--- src/rtl/serial_addsub_pkg.sv ---
// Shared types and elaboration helpers for the digit-serial adder/subtractor.
// The parameter check is a function so any wrapper can reuse the same rule.
package serial_addsub_pkg;

    typedef enum logic [1:0] {
        IDLE = 2'd0,
        RUN  = 2'd1,
        DONE = 2'd2
    } state_e;

    function automatic int num_steps(input int width, input int digit);
        return width / digit;
    endfunction

    // A one-step configuration still needs a 1-bit counter to exist.
    function automatic int cnt_width(input int steps);
        return (steps > 1) ? $clog2(steps) : 1;
    endfunction

    function automatic bit params_ok(input int width, input int digit);
        return (width >= 2) && (digit >= 1) && (digit <= width) && ((width % digit) == 0);
    endfunction

endpackage

--- src/rtl/serial_addsub_if.sv ---
// Start/done handshake, operands and result/status bundle for serial_addsub.
// The master drives the request side; the slave (the adder) drives status.
interface serial_addsub_if #(
    parameter int WIDTH = 8
);
    logic             start;
    logic             sub;
    logic             ci;
    logic [WIDTH-1:0] a;
    logic [WIDTH-1:0] b;
    logic             busy;
    logic             done;
    logic [WIDTH-1:0] result;
    logic             cout;
    logic             overflow;
    logic             zero;
    logic             negative;

    modport master (
        output start, sub, ci, a, b,
        input  busy, done, result, cout, overflow, zero, negative
    );

    modport slave (
        input  start, sub, ci, a, b,
        output busy, done, result, cout, overflow, zero, negative
    );
endinterface

--- src/rtl/serial_addsub_digit_adder.sv ---
// Combinational DIGIT-bit ripple slice built from the single-bit full-adder cell.
// This is the only arithmetic in the datapath; it is reused every step.
module full_adder (
    input  logic a_i,
    input  logic b_i,
    input  logic ci_i,
    output logic s_o,
    output logic co_o
);
    assign s_o  = a_i ^ b_i ^ ci_i;
    assign co_o = (a_i & b_i) | (ci_i & (a_i ^ b_i));
endmodule

module digit_adder #(
    parameter int DIGIT = 1
) (
    input  logic             cin,
    input  logic [DIGIT-1:0] x,
    input  logic [DIGIT-1:0] y,
    output logic [DIGIT-1:0] sum,
    output logic             cout
);
    logic [DIGIT:0] carry;

    assign carry[0] = cin;

    for (genvar i = 0; i < DIGIT; i++) begin : g_bit
        full_adder u_fa (
            .a_i  (x[i]),
            .b_i  (y[i]),
            .ci_i (carry[i]),
            .s_o  (sum[i]),
            .co_o (carry[i+1])
        );
    end

    assign cout = carry[DIGIT];
endmodule

--- src/rtl/serial_addsub.sv ---
// Digit-serial add/subtract: DIGIT bits per clock, LSB first, through one shared slice.
// Result and flags are registered on entry to DONE and held until the next completion.
module serial_addsub
    import serial_addsub_pkg::*;
#(
    parameter int WIDTH = 8,
    parameter int DIGIT = 1
) (
    input  logic           clk,
    input  logic           reset,
    serial_addsub_if.slave bus
);

    localparam int               N         = num_steps(WIDTH, DIGIT);
    localparam int               CNT_W     = cnt_width(N);
    localparam logic [CNT_W-1:0] LAST_STEP = CNT_W'(N - 1);

    if (!params_ok(WIDTH, DIGIT)) begin : g_param_check
        $error("serial_addsub: WIDTH must be >= 2 and an integer multiple of DIGIT");
    end

    state_e           state_q, state_d;
    logic [CNT_W-1:0] cnt_q, cnt_d;
    logic [WIDTH-1:0] a_q, a_d;
    logic [WIDTH-1:0] b_q, b_d;
    logic [WIDTH-1:0] acc_q, acc_d;
    logic             carry_q, carry_d;
    logic             a_msb_q, a_msb_d;
    logic             b_msb_q, b_msb_d;
    logic [WIDTH-1:0] result_q, result_d;
    logic             cout_q, cout_d;
    logic             ovf_q, ovf_d;
    logic             zero_q, zero_d;
    logic             neg_q, neg_d;

    logic [DIGIT-1:0]       slice_sum;
    logic                   slice_cout;
    logic [WIDTH+DIGIT-1:0] acc_cat;
    logic [WIDTH-1:0]       acc_next;
    logic [WIDTH-1:0]       beff;

    digit_adder #(
        .DIGIT (DIGIT)
    ) u_slice (
        .cin  (carry_q),
        .x    (a_q[DIGIT-1:0]),
        .y    (b_q[DIGIT-1:0]),
        .sum  (slice_sum),
        .cout (slice_cout)
    );

    // Each new slice enters at the top, so after N steps the LSB slice sits at bit 0.
    assign acc_cat  = {slice_sum, acc_q};
    assign acc_next = acc_cat[WIDTH+DIGIT-1:DIGIT];
    assign beff     = bus.sub ? ~bus.b : bus.b;

    always_comb begin
        // NOTE: every _d signal takes its hold value first, so no branch can infer a latch.
        state_d  = state_q;
        cnt_d    = cnt_q;
        a_d      = a_q;
        b_d      = b_q;
        acc_d    = acc_q;
        carry_d  = carry_q;
        a_msb_d  = a_msb_q;
        b_msb_d  = b_msb_q;
        result_d = result_q;
        cout_d   = cout_q;
        ovf_d    = ovf_q;
        zero_d   = zero_q;
        neg_d    = neg_q;

        case (state_q)
            IDLE, DONE: begin
                if (bus.start) begin
                    state_d = RUN;
                    cnt_d   = '0;
                    a_d     = bus.a;
                    b_d     = beff;
                    carry_d = bus.ci ^ bus.sub;
                    a_msb_d = bus.a[WIDTH-1];
                    b_msb_d = beff[WIDTH-1];
                    acc_d   = '0;
                end else begin
                    state_d = IDLE;
                end
            end
            RUN: begin
                a_d     = a_q >> DIGIT;
                b_d     = b_q >> DIGIT;
                carry_d = slice_cout;
                acc_d   = acc_next;
                cnt_d   = cnt_q + CNT_W'(1);
                if (cnt_q == LAST_STEP) begin
                    state_d  = DONE;
                    result_d = acc_next;
                    cout_d   = slice_cout;
                    ovf_d    = (a_msb_q == b_msb_q) && (acc_next[WIDTH-1] != a_msb_q);
                    zero_d   = (acc_next == '0);
                    neg_d    = acc_next[WIDTH-1];
                end
            end
            default: state_d = IDLE;
        endcase
    end

    always_ff @(posedge clk) begin
        // NOTE: non-blocking updates, so every register samples the pre-edge values.
        if (reset) begin
            state_q  <= IDLE;
            cnt_q    <= '0;
            a_q      <= '0;
            b_q      <= '0;
            acc_q    <= '0;
            carry_q  <= 1'b0;
            a_msb_q  <= 1'b0;
            b_msb_q  <= 1'b0;
            result_q <= '0;
            cout_q   <= 1'b0;
            ovf_q    <= 1'b0;
            zero_q   <= 1'b0;
            neg_q    <= 1'b0;
        end else begin
            state_q  <= state_d;
            cnt_q    <= cnt_d;
            a_q      <= a_d;
            b_q      <= b_d;
            acc_q    <= acc_d;
            carry_q  <= carry_d;
            a_msb_q  <= a_msb_d;
            b_msb_q  <= b_msb_d;
            result_q <= result_d;
            cout_q   <= cout_d;
            ovf_q    <= ovf_d;
            zero_q   <= zero_d;
            neg_q    <= neg_d;
        end
    end

    assign bus.busy     = (state_q == RUN);
    assign bus.done     = (state_q == DONE);
    assign bus.result   = result_q;
    assign bus.cout     = cout_q;
    assign bus.overflow = ovf_q;
    assign bus.zero     = zero_q;
    assign bus.negative = neg_q;

endmodule

--- src/flat_wrapper.sv ---
// flat-port wrapper written by rule: the top's interface ports become plain ports
module serial_addsub_flat import serial_addsub_pkg::*;
#(
    parameter int WIDTH = 8,
    parameter int DIGIT = 1
)
  (clk, reset, bus_start, bus_sub, bus_ci, bus_a, bus_b, bus_busy, bus_done, bus_result, bus_cout, bus_overflow, bus_zero, bus_negative);
  serial_addsub_if #(.WIDTH(WIDTH)) bus_i ();
  input  logic clk;
  input  logic reset;
  input wire logic [$bits(bus_i.start)-1:0] bus_start;
  input wire logic [$bits(bus_i.sub)-1:0] bus_sub;
  input wire logic [$bits(bus_i.ci)-1:0] bus_ci;
  input wire logic [$bits(bus_i.a)-1:0] bus_a;
  input wire logic [$bits(bus_i.b)-1:0] bus_b;
  output wire logic [$bits(bus_i.busy)-1:0] bus_busy;
  output wire logic [$bits(bus_i.done)-1:0] bus_done;
  output wire logic [$bits(bus_i.result)-1:0] bus_result;
  output wire logic [$bits(bus_i.cout)-1:0] bus_cout;
  output wire logic [$bits(bus_i.overflow)-1:0] bus_overflow;
  output wire logic [$bits(bus_i.zero)-1:0] bus_zero;
  output wire logic [$bits(bus_i.negative)-1:0] bus_negative;
  assign bus_i.start = bus_start;
  assign bus_i.sub = bus_sub;
  assign bus_i.ci = bus_ci;
  assign bus_i.a = bus_a;
  assign bus_i.b = bus_b;
  assign bus_busy = bus_i.busy;
  assign bus_done = bus_i.done;
  assign bus_result = bus_i.result;
  assign bus_cout = bus_i.cout;
  assign bus_overflow = bus_i.overflow;
  assign bus_zero = bus_i.zero;
  assign bus_negative = bus_i.negative;
  serial_addsub #(.WIDTH(WIDTH), .DIGIT(DIGIT)) u_core (.clk(clk), .reset(reset), .bus(bus_i));
endmodule
--- config.mk ---
export PLATFORM = sky130hd
export DESIGN_NAME = serial_addsub_flat
export DESIGN_NICKNAME = d
export VERILOG_FILES = /design/src/rtl/serial_addsub_pkg.sv /design/src/rtl/serial_addsub_if.sv /design/src/rtl/serial_addsub_digit_adder.sv /design/src/rtl/serial_addsub.sv /design/src/flat_wrapper.sv
export SDC_FILE = /design/constraint.sdc
export NUM_CORES = 1
export LEC_CHECK = 0
export ABC_AREA = 1
export CAP_MARGIN = 30
export CORE_ASPECT_RATIO = 1.4
export CORE_MARGIN = 2
export CORE_UTILIZATION = 40
export CTS_BUF_LIST = sky130_fd_sc_hd__clkbuf_8
export DETAILED_ROUTE_END_ITERATION = 10
export GPL_ROUTABILITY_DRIVEN = 0
export PLACE_DENSITY = 0.7
export RECOVER_POWER = 25
export SLEW_MARGIN = 5
export SYNTH_ARGS = -nofsm -noshare
export SYNTH_HDL_FRONTEND = slang
export SYNTH_HIERARCHICAL = 1
export SYNTH_SLANG_ARGS = --single-unit
--- constraint.sdc ---
create_clock -name clk -period 1.7 [get_ports clk]
set_input_delay 0.34 -clock clk [delete_from_list [all_inputs] [get_ports clk]]
set_output_delay 0.34 -clock clk [all_outputs]
set_load 0.02 [all_outputs]
# --- Word-level counts from Yosys, hierarchy flattened ---
# Cells that the tools add are included.
classes:
  n_eq_ne: 7
  muxes: 14
  reduce_logical: 8
  n_bitwise: 7
  add_sub_neg: 1
op_table:
  columns: ["operator", "count"]
  rows:
  - ["$pmux 8 s2", 3]
  - ["$mux 8", 4]
  - ["$logic_not 8->1", 1]
  - ["$not 8->8", 1]
  - ["$pmux 3 s2", 1]
  - ["$reduce_and 2->1", 3]
  - ["$pmux 2 s2", 1]
  - ["$add 3x1->3 const B", 1]
  - ["$eq 3x3->1 const B", 1]
  - ["$mux 3", 1]
  - ["$xor 1x1->1", 3]
  - ["$and 1x1->1", 2]
  - ["$eq 2x1->1 const B", 1]
  - ["$eq 2x2->1 const B", 1]
  - ["$logic_not 2->1", 1]
  - ["$mux 1", 2]
  - ["$mux 2", 1]
  - ["$ne 2x1->1 const B", 1]
  - ["$ne 2x2->1 const B", 1]
  - ["$pmux 1 s2", 1]
  - ["$reduce_bool 2->1", 1]
  - ["$reduce_or 2->1", 1]
  - ["$eq 1x1->1", 1]
  - ["$logic_and 1x1->1", 1]
  - ["2 further kinds", 2]
totals:
  word_cells: 50
  ff_bits: 44

# --- Logic depth before layout (Yosys ltp) ---
logic_depth:
  word_depth: 4
  depth_mapped: 8
  depth_no_buf: 8

# --- Hierarchy ---
# The synthesis kept the hierarchy.
by_module_without_submodules:
  columns: ["module", "n_inst", "area_per_inst_um2", "cells_each"]
  rows:
  - ["serial_addsub", 1, 1863.0, 277]
  - ["full_adder", 1, 20.0, 1]

# --- Least setup slack after synthesis ---
# Ideal clock, no wire load.
synth_timing:
  path_kind: "register -> register"
  start: "register u_core.a_q[0]"
  end: "register u_core.ovf_q (netlist: u_core/bus.overflow)"
  slack_ns: 0.440
  path_buffers: 0
  t_arrival_ns: 1.151
  path_stages_with_launch: 7
  period_less_slack_ns: 1.260
  path_cell_list: "dfxtp_1 fa_1 inv_1 nand3_1 nand3_1 nand2_1 inv_1"
synth_between:
  elab_chain_len: 4
synth_rtl:
  columns: ["element", "line_no", "source"]
  rows:
  - ["from (decl)", "serial_addsub.sv:24", "logic [WIDTH-1:0] a_q, a_d;"]
  - ["from (signal assigned)", "serial_addsub.sv:112", "a_q <= '0;"]
  - ["from (signal assigned)", "serial_addsub.sv:126", "a_q <= a_d;"]
  - ["$xor 1x1->1 (2 in series)", "serial_addsub_digit_adder.sv:10", "assign s_o = a_i ^ b_i ^ ci_i;"]
  - ["via u_core.slice_sum", "serial_addsub.sv:36", "logic [DIGIT-1:0] slice_sum;"]
  - ["$ne 1x1->1", "serial_addsub.sv:98", "ovf_d = (a_msb_q == b_msb_q) && (acc_next[WIDTH-1] != a_msb_q);"]
  - ["$logic_and 1x1->1", "serial_addsub.sv:98", null]
  - ["to (signal assigned)", "serial_addsub.sv:134", "ovf_q <= ovf_d;"]
  - ["to (decl)", "serial_addsub.sv:32", "logic ovf_q, ovf_d;"]
# The timed path passes the listed nets, and every way through them passes these cells.
# A chain may end at the register's enable or synchronous reset.

==> results.sh <==
export IMPL_outcome="complete, no violations"
export IMPL_hold_viol=0
export IMPL_critPathMaxStageDelay_ns=0.61
export IMPL_syn_avg_cell_area_um2=6.774
export IMPL_insertion_delay_ns=0.29
export IMPL_postSynthCellCount=278
export IMPL_synth_top_area_cell="dfxtp_1"
export IMPL_arrival_ns=1.25
export IMPL_antenna_found_initial=0
export IMPL_p_per_area_nw_per_um2=872.7
export IMPL_place_port_buffers=34
export IMPL_dp_cells=369
export IMPL_drive_gt1_frac=0.06667
export IMPL_io_pin_count=35
export IMPL_fin_cells=377
export IMPL_viasPerCell=4.623
export IMPL_fin_nets=338
export IMPL_drcViolationCount=0
export IMPL_netlist_area_um2=1883
export IMPL_die_x_um=61.99
export IMPL_top_layer_used="met4"
export IMPL_place_ws_ns=0.1526
export IMPL_cts_num_sinks=42
export IMPL_worstPathMaxFanout=3
export IMPL_synth_common_cells="nand2_1 (104), dfxtp_1 (42), inv_1 (36)"
export IMPL_grt_max_degree=28
export IMPL_synth_main_ff_cell="dfxtp_1"
export IMPL_cts_repair_resized=2
export IMPL_ir_drop_mv=0.5684
export IMPL_cp_top_family="buffers and inverters"
export IMPL_grt_usage=0.1638
export IMPL_die_area_um2=5280
export IMPL_crit_type="register to primary output"
export IMPL_cts_root_buf="clkbuf_8"
export IMPL_wirelength_um=3772
export IMPL_crit_buf_inv=1
export IMPL_cp_startpoint="u_core/bus.result[7]"
export IMPL_fp_dieH_um=85.18
export IMPL_hold_buffers=0
export IMPL_n_antenna_cell=0
export IMPL_cap_violations=0
export IMPL_drt_iter0_drc=61
export IMPL_cts_tree="yes"
export IMPL_cts_max_level=2
export IMPL_ys_warnings_count=6
export IMPL_wl_met3_um=177
export IMPL_clk_pin_slew_ns=0.08
export IMPL_grt_remaining_overflow=0
export IMPL_max_freq_mhz=630.7
export IMPL_vias=1743
export IMPL_hold_path_class="register to register"
export IMPL_finalCriticalPeriod_ns=1.586
export IMPL_finalClockSkew_ns=0.004446
export IMPL_wl_met2_um=1878
export IMPL_required_ns=1.36
export IMPL_synth_cell_types=19
export IMPL_area_delta_synth_final_pct=26.84
export IMPL_initial_core_util=0.4152
export IMPL_setup_slack_ns=0.1144
export IMPL_grt_pass1_vias=1616
export IMPL_drtAntennaViolNets=0
export IMPL_post_route_period_util=0.9327
export IMPL_clock_path_buffers=2
export IMPL_tns_ns=0
export IMPL_synth_top_area_frac=0.4465
export IMPL_drt_met1_wl_um=1648
export IMPL_finalSetupViolCount=0
export IMPL_cts_made_buffers=5
export IMPL_start_kind="register"
export IMPL_syn_nets=302
export IMPL_synthTopCellsByArea="dfxtp_1 (45%), nand2_1 (21%), nand3_1 (9.0%), inv_1 (7.2%), a21oi_1 (6.1%)"
export IMPL_worstMarginPinSlew_ns=0.5162
export IMPL_min_from="u_core/cnt_q[0]"
export IMPL_rsz0062_at_grt="no"
export IMPL_dpl_hpwl_um=2714
export IMPL_fp_row_count=29
export IMPL_synth_edf_count=0
export IMPL_synth_most_common_cell="nand2_1"
export IMPL_placed_area_um2=2297
export IMPL_slew_violations=0
export IMPL_relSlewSlack=0.6555
export IMPL_cp_slowest_cell="clkdlybuf4s50_1"
export IMPL_ys_seq_elements=42
export IMPL_seq_area_frac_synth=0.4465
export IMPL_async_flop_share=0
export IMPL_cp_end_kind="primary output"
export IMPL_reg2reg_from="u_core/cnt_q[0]"
export IMPL_grt_pass1_wl_um=6575
export IMPL_core_um2=4536
export IMPL_dr_pass1_iters=4
export IMPL_crit_chain="clkdlybuf4s50_1"
export IMPL_leakage_nw=1.115
export IMPL_stdcell_area_um2=2389
export IMPL_post_cts_buffers=0
export IMPL_drt_wirelength_per_cell_um=10.01
[placed cells by master (no fill, tap or decap)]
cell / n
fa_1: 1
nor2_2: 1
clkinv_2: 2
bufinv_16: 1
nand2_2: 3
o21ai_0: 6
ha_1: 2
dfxtp_1: 42
clkbuf_2: 1
nand3_1: 34
nor2_1: 11
clkbuf_8: 5
nand2_1: 104
or2_2: 1
a21oi_1: 23
clkdlybuf4s50_1: 31
nor2_4: 1
buf_4: 6
dlygate4sd3_1: 1
inv_1: 37
dlygate4sd2_1: 2
[worst register-to-register path, stage by stage, from the launching register on]
cell and delay, ns:
dfxtp_1 0.36, ha_1 0.16, ha_1 0.17, inv_1 0.06
nor2_1 0.23, nand2_1 0.15, inv_1 0.19, nand2_1 0.09
nand2_1 0.06
[per-stage QoR]
stage	total power (W)	hold WS [ns]	util
after CTS	0.002117	0.4672	0.5299
after global routing	0.002195	0.4858	0.5266
after detailed placement	0.001355	0.4543	0.5065
after global placement	0.001352	0.4419	0.5065
final	0.002084	0.4648	0.5266
after floorplan	0.001250	0.4091	-
[layout make-up]
type	count	area, um^2
Clock buffer	5	68.82
Tap cell	62	77.57
Clock inverter	3	40.04
Timing Repair Buffer	41	387.9
Fill cell	474	2147
Sequential cell	42	840.8
Inverter	37	138.9
Multi-Input combinational cell	187	834.6
[final timing paths]
check | end | slack, ns | depth (start not counted)
max | bus_negative | 0.11 | 1
max reg2reg | u_core/bus.result[1] | 0.19 | 8
min reg2reg | u_core/cnt_q[0] | 0.46 | 1
min | u_core/cnt_q[0] | 0.46 | 1
[where the power goes]
group          leakage (nW)  switching [W]  internal, W
clock                0.0579       0.000331     0.000432
sequential            0.342      0.0000248      0.00102
combinational         0.715       0.000156     0.000117
total                  1.12       0.000511      0.00157
[registers in the layout, summed over array words and instances, names as in the netlist]
name / cells
u_core/carry_q: 1
u_core/a_q: 8
u_core/bus.cout: 1
u_core/state_q: 2
u_core/b_msb_q: 1
u_core/a_msb_q: 1
u_core/acc_q: 7
u_core/cnt_q: 3
u_core/bus.overflow: 1
u_core/bus.result: 8
u_core/bus.zero: 1
u_core/b_q: 8
[layer usage]
layer,track usage,up-vias
met4,0.07544,0
met2,0.2784,46
met1,0.1807,767
met5,0,-
li1,-,924
met3,0.04421,6
[kinds of logic (layout without fill, tap and decap cells)]
family | after synthesis | in the layout | share of synthesized area
compound gates | 29 | 29 | 0.07708
fa+ha+maj | 3 | 3 | 0.02392
buf+inv | 49 | 86 | 0.1103
simple gates | 155 | 155 | 0.3422
flops | 42 | 42 | 0.4465
No activity file was read; power rests on OpenSTA's default activity.
